`config.mk`:
```
export PLATFORM = sky130hd
export DESIGN_NAME = uart_tx_frame
export DESIGN_NICKNAME = d
export VERILOG_FILES = /design/src/rtl/uart_tx_frame.sv
export SDC_FILE = /design/constraint.sdc
export NUM_CORES = 1
export LEC_CHECK = 0
export CAP_MARGIN = 20
export CORE_MARGIN = 10
export CORE_UTILIZATION = 55
export CTS_CLUSTER_DIAMETER = 40
export DETAILED_ROUTE_END_ITERATION = 12
export GPL_TIMING_DRIVEN = 0
export PLACE_DENSITY = 0.82
export SYNTH_ARGS = -nofsm -noshare
export SYNTH_HDL_FRONTEND = slang
export SYNTH_SLANG_ARGS = --single-unit
```
`constraint.sdc`:
```
create_clock -name CLK -period 2.3 [get_ports CLK]
set_clock_uncertainty 0.15 [all_clocks]
set_input_delay 0.345 -clock CLK [delete_from_list [all_inputs] [get_ports CLK]]
set_output_delay 0.345 -clock CLK [all_outputs]
set_load 0.01 [all_outputs]
```
`src/rtl/uart_tx_frame.sv`:
```
// UART transmit framer: start bit, Data_width data bits LSB first, optional parity, stop.
// One bit per CLK cycle. Define UART_TX_TWO_STOP_EN for a two-cycle stop bit.
module uart_tx_frame #(
    parameter int Data_width = 8
) (
    input  logic                  CLK,
    input  logic                  RST,
    input  logic [Data_width-1:0] P_DATA,
    input  logic                  DATA_VALID,
    input  logic                  PAR_EN,
    input  logic                  PAR_TYP,
    output logic                  TX_OUT,
    output logic                  Busy
);

    localparam int CNT_W = (Data_width > 1) ? $clog2(Data_width) : 1;
    localparam logic [CNT_W-1:0] LAST_BIT = CNT_W'(Data_width - 1);

    typedef enum logic [2:0] {
        IDLE,
        START,
        DATA,
        PARITY,
        STOP
    } state_t;

    state_t                state_reg;
    logic [CNT_W-1:0]      bit_cnt_reg;
    logic [Data_width-1:0] data_reg;
    logic                  par_en_reg;
    logic                  par_bit_reg;
    logic                  tx_reg;
    logic                  busy_reg;
`ifdef UART_TX_TWO_STOP_EN
    logic                  stop_second_reg;
`endif

    // The line registers are updated from the state being left, so each
    // state's bit appears one cycle after the state is entered. This is
    // what makes the start bit follow the accepting edge by one cycle, and
    // the single idle-high cycle between back-to-back frames falls out of it.
    always_ff @(posedge CLK or negedge RST) begin
        if (!RST) begin
            state_reg       <= IDLE;
            bit_cnt_reg     <= '0;
            data_reg        <= '0;
            par_en_reg      <= 1'b0;
            par_bit_reg     <= 1'b0;
            tx_reg          <= 1'b1;
            busy_reg        <= 1'b0;
`ifdef UART_TX_TWO_STOP_EN
            stop_second_reg <= 1'b0;
`endif
        end else begin
            case (state_reg)
                IDLE: begin
                    tx_reg   <= 1'b1;
                    busy_reg <= 1'b0;
                    if (DATA_VALID) begin
                        data_reg    <= P_DATA;
                        par_en_reg  <= PAR_EN;
                        par_bit_reg <= (^P_DATA) ^ PAR_TYP;
                        state_reg   <= START;
                    end
                end
                START: begin
                    tx_reg      <= 1'b0;
                    busy_reg    <= 1'b1;
                    bit_cnt_reg <= '0;
                    state_reg   <= DATA;
                end
                DATA: begin
                    tx_reg      <= data_reg[bit_cnt_reg];
                    busy_reg    <= 1'b1;
                    bit_cnt_reg <= bit_cnt_reg + CNT_W'(1);
                    if (bit_cnt_reg == LAST_BIT) begin
                        state_reg <= par_en_reg ? PARITY : STOP;
                    end
                end
                PARITY: begin
                    tx_reg    <= par_bit_reg;
                    busy_reg  <= 1'b1;
                    state_reg <= STOP;
                end
                STOP: begin
                    tx_reg   <= 1'b1;
                    busy_reg <= 1'b1;
`ifdef UART_TX_TWO_STOP_EN
                    if (!stop_second_reg) begin
                        stop_second_reg <= 1'b1;
                    end else begin
                        stop_second_reg <= 1'b0;
                        state_reg       <= IDLE;
                    end
`else
                    state_reg <= IDLE;
`endif
                end
                default: begin
                    tx_reg    <= 1'b1;
                    busy_reg  <= 1'b0;
                    state_reg <= IDLE;
                end
            endcase
        end
    end

    assign TX_OUT = tx_reg;
    assign Busy   = busy_reg;

endmodule
```
==> results of run 1 <==
## synthesized netlist by cell type (all sizes together)
cell | number | area [um2]
ha | 2 | 25.0
or4 | 1 | 7.51
xnor2 | 6 | 52.6
nor4b | 1 | 8.76
nor2b | 2 | 12.5
dfrtp | 17 | 425
xnor3 | 1 | 22.5
a2111oi | 1 | 8.76
clkbuf | 1 | 3.75
inv | 1 | 3.75
mux2 | 10 | 116
and3 | 2 | 12.5
buf | 3 | 15.0
a22oi | 2 | 15.0
nand3b | 2 | 15.0
o21ai | 4 | 20.0
a21oi | 1 | 5.00
dfstp | 1 | 26.3
mux2i | 5 | 50.1
o21a | 1 | 7.51
nand3 | 2 | 10.0
nor2 | 4 | 15.0
nor3 | 2 | 10.0
a21o | 1 | 7.51
xor2 | 1 | 8.76
nand2 | 3 | 11.3
## per-stage QoR
step	hold slack [ps]	util, %	instances
after global routing	395	72.2	111
after floorplan	-101	-	77
final	355	72.2	111
after detailed placement	350	69.8	107
after CTS	375	72.2	111
after global placement	341	69.8	107
## per-layer routing
metal,wire length (um),GRT usage [%],up-vias,share of wire [%]
met4,28,4.70,0,1.6
met1,820,12.5,311,46
met3,61,2.09,5,3.4
met5,0,0,-,0
met2,870,17.6,10,49
li1,-,-,309,-
## final cells by class
class / instances / area, um2
well taps: 16 / 20.0
multi-input cells: 54 / 442
repair buffers: 14 / 140
plain buffers: 4 / 18.8
inverters: 1 / 3.75
fillers: 117 / 429
clock buffers: 4 / 36.3
flip-flops and latches: 18 / 452
## logic make-up after synthesis
kind of cell	count (synthesis)
AO/OA/AOI/OAI	10
AND/OR/NAND/NOR	19
buffers and inverters	5
adder cells (fa/ha/maj)	2
multiplexers	15
flip-flops	18
XOR/XNOR	8
## power breakdown
part	leakage, nW	total (mW)	internal, mW	switching [mW]
clock network	0.0210	0.193	0.0965	0.0970
logic	0.253	0.585	0.319	0.266
registers	0.216	0.577	0.476	0.101
total	0.490	1.36	0.891	0.464
## layout by cell type, fill, tap and decap left out, drive strengths merged
cell / count
inv: 1
mux2i: 5
nand3: 2
nand3b: 2
xnor2: 6
clkdlybuf4s50: 14
or4: 1
and3: 2
nor2b: 2
nor3: 2
dfstp: 1
mux2: 10
nand2: 3
xnor3: 1
nor4b: 1
a22oi: 2
clkbuf: 5
xor2: 1
buf: 3
dfrtp: 17
ha: 2
o21a: 1
nor2: 4
a2111oi: 1
o21ai: 4
a21oi: 1
a21o: 1
## worst max path at each step
stage	slack, ps	startpoint	to
after detailed placement	230	P_DATA[5]	par_bit_reg
after floorplan	740	state_reg[2]	data_reg[0]
after global routing	410	state_reg[2]	data_reg[3]
final	460	TX_OUT	TX_OUT
after CTS	440	TX_OUT	TX_OUT
after global placement	260	P_DATA[2]	par_bit_reg
==> results.py, run 1 <==
metrics = {
    "status": {
        "outcome": "finished clean",
    },
    "route": {
        "antenna_left": 0,
        "via_per_inst": 5.72,
        "first_pass_iters": 2,
        "drt_iter0_drc": 1,
        "wl_mm": 1.78,
        "drc_errors": 0,
        "vias": 635,
        "routedWlPerCell_um": 16.0,
    },
    "power": {
        "power_mw": 1.36,
        "pwr_density_cell_nw_per_um2": 1220,
        "ir_worst_vdd_mv": 0.699,
        "power.leakage_nw": 0.490,
    },
    "placement": {
        "post-place-ws_ps": 227,
        "place_congestion": 0.775,
        "io_buffers": 14,
        "dpl_cell_area_um2": 1080,
        "dp_hpwl_mm": 1.37,
    },
    "clocking": {
        "cts_resized": 0,
        "cts_tree": "yes",
        "numCtsBuffers": 3,
        "clk_latency_ps": 290,
        "post_cts_buffers": 0,
        "cts.reportedPaths.clkPinSlew_ps": 100,
        "cts.sinks": 18,
        "clock_path_buffers": 2,
        "root_buffer": "clkbuf_4",
        "cts_hold_buffers": 0,
        "htreeDepth": 1,
    },
    "timing": {
        "period_share_pct": 80.1,
        "final-hold-violation-count": 0,
        "tightest_slew_ps": 802,
        "slew-limit-headroom_pct": 46.4,
        "final_max_slew_viol_count": 0,
        "rsz0062_at_grt": "no",
        "fmax_mhz": 543,
        "period_minus_slack_ps": 1840,
        "finalSetupTns_ps": 0,
        "layout_setup_ws_ps": 459,
        "finalSetupViolCount": 0,
    },
    "setup_path": {
        "worstSetupEndpointType": "output pin",
        "r2r-end": "data_reg[2]",
        "max_stage_delay_ps": 530,
        "crit_family": "flip-flops",
        "worstSetupPathDepth": 1,
        "crit_buf_inv": 1,
        "worstPathMaxFanout": 1,
        "cp.arrival_ps": 1350,
        "crit_slowest_cell": "dfstp_2",
        "path_class": "flop to output pin",
        "ff2ff_path_depth": 4,
        "crit_chain": "clkdlybuf4s50_1",
        "r2r-start": "state_reg[2]",
        "worstPathRequired_ps": 1800,
        "crit_path_start_kind": "flop",
        "regToRegSetupSlack_ps": 610,
    },
    "synthesis": {
        "ys_ff_latch": 18,
        "syn_area_um2": 916,
        "yosysUniqueCellTypes": 28,
        "yosys.area_share.simple_pct": 11.2,
        "synthXorXnorAreaFrac_pct": 9.15,
        "syn_inst": 77,
        "syn_avg_cell_area_um2": 11.9,
        "synth_top_family_by_area": "multiplexers",
        "synth_fa_ha_area_share_pct": 2.73,
        "synthMuxAreaShare_pct": 18.2,
        "yosysWarnings": 0,
        "seq_area_frac_synth_pct": 49.3,
        "synth-compound-area-share_pct": 6.97,
        "synth_nets": 92,
    },
    "grt": {
        "grt_pass1_vias": 706,
        "antenna_found_initial": 0,
        "grt_overflow_total": 0,
        "grt_pass1_wl_mm": 3.02,
        "grtUsageTotal_pct": 10.5,
        "grt_max_degree": 19,
    },
    "die": {
        "ios": 15,
        "die_area_um2": 3700,
        "rows": 14,
        "die-width_um": 60.8,
        "core_um2": 1540,
        "start_util_pct": 59.4,
        "die_h_um": 60.8,
    },
    "final_layout": {
        "largest_register_ff_count": 8,
        "diodes": 0,
        "nNetsFinal": 111,
        "final_layout_size_suffix_gt1_share_pct": 18.9,
        "area_delta_synth_final_pct": 21.4,
        "stdcell_area_um2": 1110,
    },
    "run": {
        "cap_violations": 0,
    },
    "hold_path": {
        "worst_hold_path_type": "input port to asynchronous set/reset pin",
    },
}
Note: power is estimated with default switching activity, not from simulation.
==> inputs of run 2 (changes only) <==
--- a/config.mk
+++ b/config.mk
@@ -7,11 +7,11 @@
 export LEC_CHECK = 0
 export CAP_MARGIN = 20
 export CORE_MARGIN = 10
-export CORE_UTILIZATION = 55
+export CORE_UTILIZATION = 46
 export CTS_CLUSTER_DIAMETER = 40
 export DETAILED_ROUTE_END_ITERATION = 12
 export GPL_TIMING_DRIVEN = 0
-export PLACE_DENSITY = 0.82
+export PLACE_DENSITY = 0.73
 export SYNTH_ARGS = -nofsm -noshare
 export SYNTH_HDL_FRONTEND = slang
 export SYNTH_SLANG_ARGS = --single-unit
==> constraint.sdc (replaced) <==
create_clock -name CLK -period 1.5 [get_ports CLK]
set_clock_uncertainty 0.15 [all_clocks]
set_input_delay 0.225 -clock CLK [delete_from_list [all_inputs] [get_ports CLK]]
set_output_delay 0.225 -clock CLK [all_outputs]
set_load 0.01 [all_outputs]
==> results.py, run 2 (synthesis gave the netlist of run 1 again) <==
metrics = {
    "status": {
        "outcome": "finished, violations left",
        "failed_checks": "negative setup slack",
    },
    "clocking": {
        "clock_path_buffers": 2,
        "root_buffer": "clkbuf_4",
        "htreeDepth": 1,
        "cts_tree": "yes",
        "cts.sinks": 18,
        "numCtsBuffers": 3,
        "cts.reportedPaths.clkPinSlew_ps": 100,
        "clk_latency_ps": 300,
    },
    "final_layout": {
        "final_core_util_pct": 63.9,
        "instances_no_fill": 126,
        "nNetsFinal": 115,
        "area_delta_synth_final_pct": 34.2,
        "largest_register_ff_count": 8,
        "final_layout_size_suffix_gt1_share_pct": 30.3,
        "final_cell_mix": "14 x dfrtp_1, 10 x mux2_4, 8 x clkdlybuf4s50_1, 6 x xnor2_1, 6 x dlygate4sd2_1",
        "stdcell_area_um2": 1230,
        "layout_commonest_cell": "dfrtp_1",
        "diodes": 0,
    },
    "grt": {
        "busiest_layer": "met2",
        "grt_pass1_vias": 692,
        "grt_use_met2_pct": 14.2,
        "grtUsageTotal_pct": 9.85,
        "grtUsageMet3_pct": 3.09,
        "grt_pass1_wl_mm": 3.25,
        "use_met1_pct": 12.0,
        "grt_max_degree": 19,
        "antenna_found_initial": 0,
        "grt_overflow_total": 0,
    },
    "die": {
        "rows": 16,
        "die_h_um": 64.6,
        "die_area_um2": 4180,
        "die-width_um": 64.6,
        "core_um2": 1920,
        "start_util_pct": 47.7,
        "ios": 15,
    },
    "power": {
        "p_switching_uw": 807,
        "p_sw_share_pct": 34.9,
        "intPower_mw": 1.51,
        "combPwrFrac_pct": 49.6,
        "power.leakage_nw": 0.551,
        "power_frac_clock_pct": 10.9,
        "ir_worst_vdd_mv": 1.00,
        "pwr_density_cell_nw_per_um2": 1880,
        "seqPwrFrac_pct": 39.5,
    },
    "placement": {
        "post-place-ws_ps": -460,
        "dp.cells": 118,
        "place_congestion": 0.731,
        "dp_hpwl_mm": 1.26,
        "dpl_cell_area_um2": 1100,
        "io_buffers": 14,
    },
    "setup_path": {
        "crit_path_start_kind": "flop",
        "path_class": "flop to flop",
        "max_stage_delay_ps": 450,
        "worstPathMaxFanout": 5,
        "crit_slowest_cell": "dfrtp_2",
        "worstSetupEndpointType": "flop",
        "cp.arrival_ps": 1620,
        "crit_chain": "nor4b_4, buf_6, mux2_4",
        "crit_family": "flip-flops",
        "worstPathRequired_ps": 1540,
        "crit_buf_inv": 1,
    },
    "route": {
        "drc_errors": 0,
        "first_pass_iters": 4,
        "routedWlPerCell_um": 15.7,
        "vias": 665,
        "via_per_inst": 5.28,
        "wl_mm": 1.98,
        "antenna_left": 0,
        "drt_iter0_drc": 18,
    },
    "timing": {
        "finalSetupViolCount": 12,
        "finalSetupTns_ps": -694,
        "final_max_slew_viol_count": 0,
        "tightest_slew_ps": 817,
        "period_minus_slack_ps": 1570,
        "period_share_pct": 105,
        "layout_setup_ws_ps": -74.4,
        "rsz0062_at_grt": "yes",
        "slew-limit-headroom_pct": 45.4,
        "final-hold-violation-count": 0,
        "fmax_mhz": 635,
    },
    "run": {
        "cap_violations": 0,
    },
    "hold_path": {
        "worst_hold_path_type": "input port to flop",
    },
}
run 2: timing repair:
| item | in CTS | in global routing |
|---|---|---|
| pin swaps | 5 | 4 |
| hold endpoints to repair | 0 | 0 |
| setup buffers | 1 | 3 |
| gates resized for setup | 16 | 16 |
| endpoints found under the setup margin | 14 | 15 |
| gates cloned | 1 | 0 |
| hold buffers | 0 | 0 |
run 2: metal layers:
layer,vias up,part of all wire (%)
li1,319,-
met1,320,44
met2,21,49
met3,5,5.2
met4,0,2.2
met5,-,0
run 2: stage by stage:
step           total power, mW  hold WS, ps
6_report                  2.32          179
5_1_grt                   2.50          166
4_1_cts                   2.11          167
3_5_place_dp              1.79          341
3_3_place_gp              1.75          342
2_1_floorplan             1.53         -221
run 2: path summary, 6_finish.rpt:
check / slack [ps] / cells after the start / endpoint / startpoint
setup / recovery: -70 / 3 / data_reg[5] / state_reg[1]
min in group asynchronous: 240 / 1 / par_en_reg / RST
max in group asynchronous: 410 / 1 / bit_cnt_reg[0] / RST
hold reg to reg: 380 / 1 / data_reg[7] / data_reg[7]
hold / removal: 180 / 2 / data_reg[6] / P_DATA[6]
setup reg to reg: -70 / 3 / data_reg[5] / state_reg[1]
run 2: layout make-up:
class / count / area (um2)
flip-flops and latches: 18 / 455
well taps: 27 / 33.8
fillers: 165 / 693
plain buffers: 3 / 23.8
inverters: 1 / 3.75
clock buffers: 4 / 26.3
repair buffers: 19 / 174
multi-input cells: 54 / 512
run 2: power by group through the flow:
stage | sequential [mW] | combinational [mW] | clock, mW
after floorplan | 0.864 | 0.671 | 0
after global placement | 0.882 | 0.869 | 0
after detailed placement | 0.896 | 0.896 | 0
after CTS | 0.902 | 0.946 | 0.263
after global routing | 0.945 | 1.26 | 0.295
final | 0.914 | 1.15 | 0.253
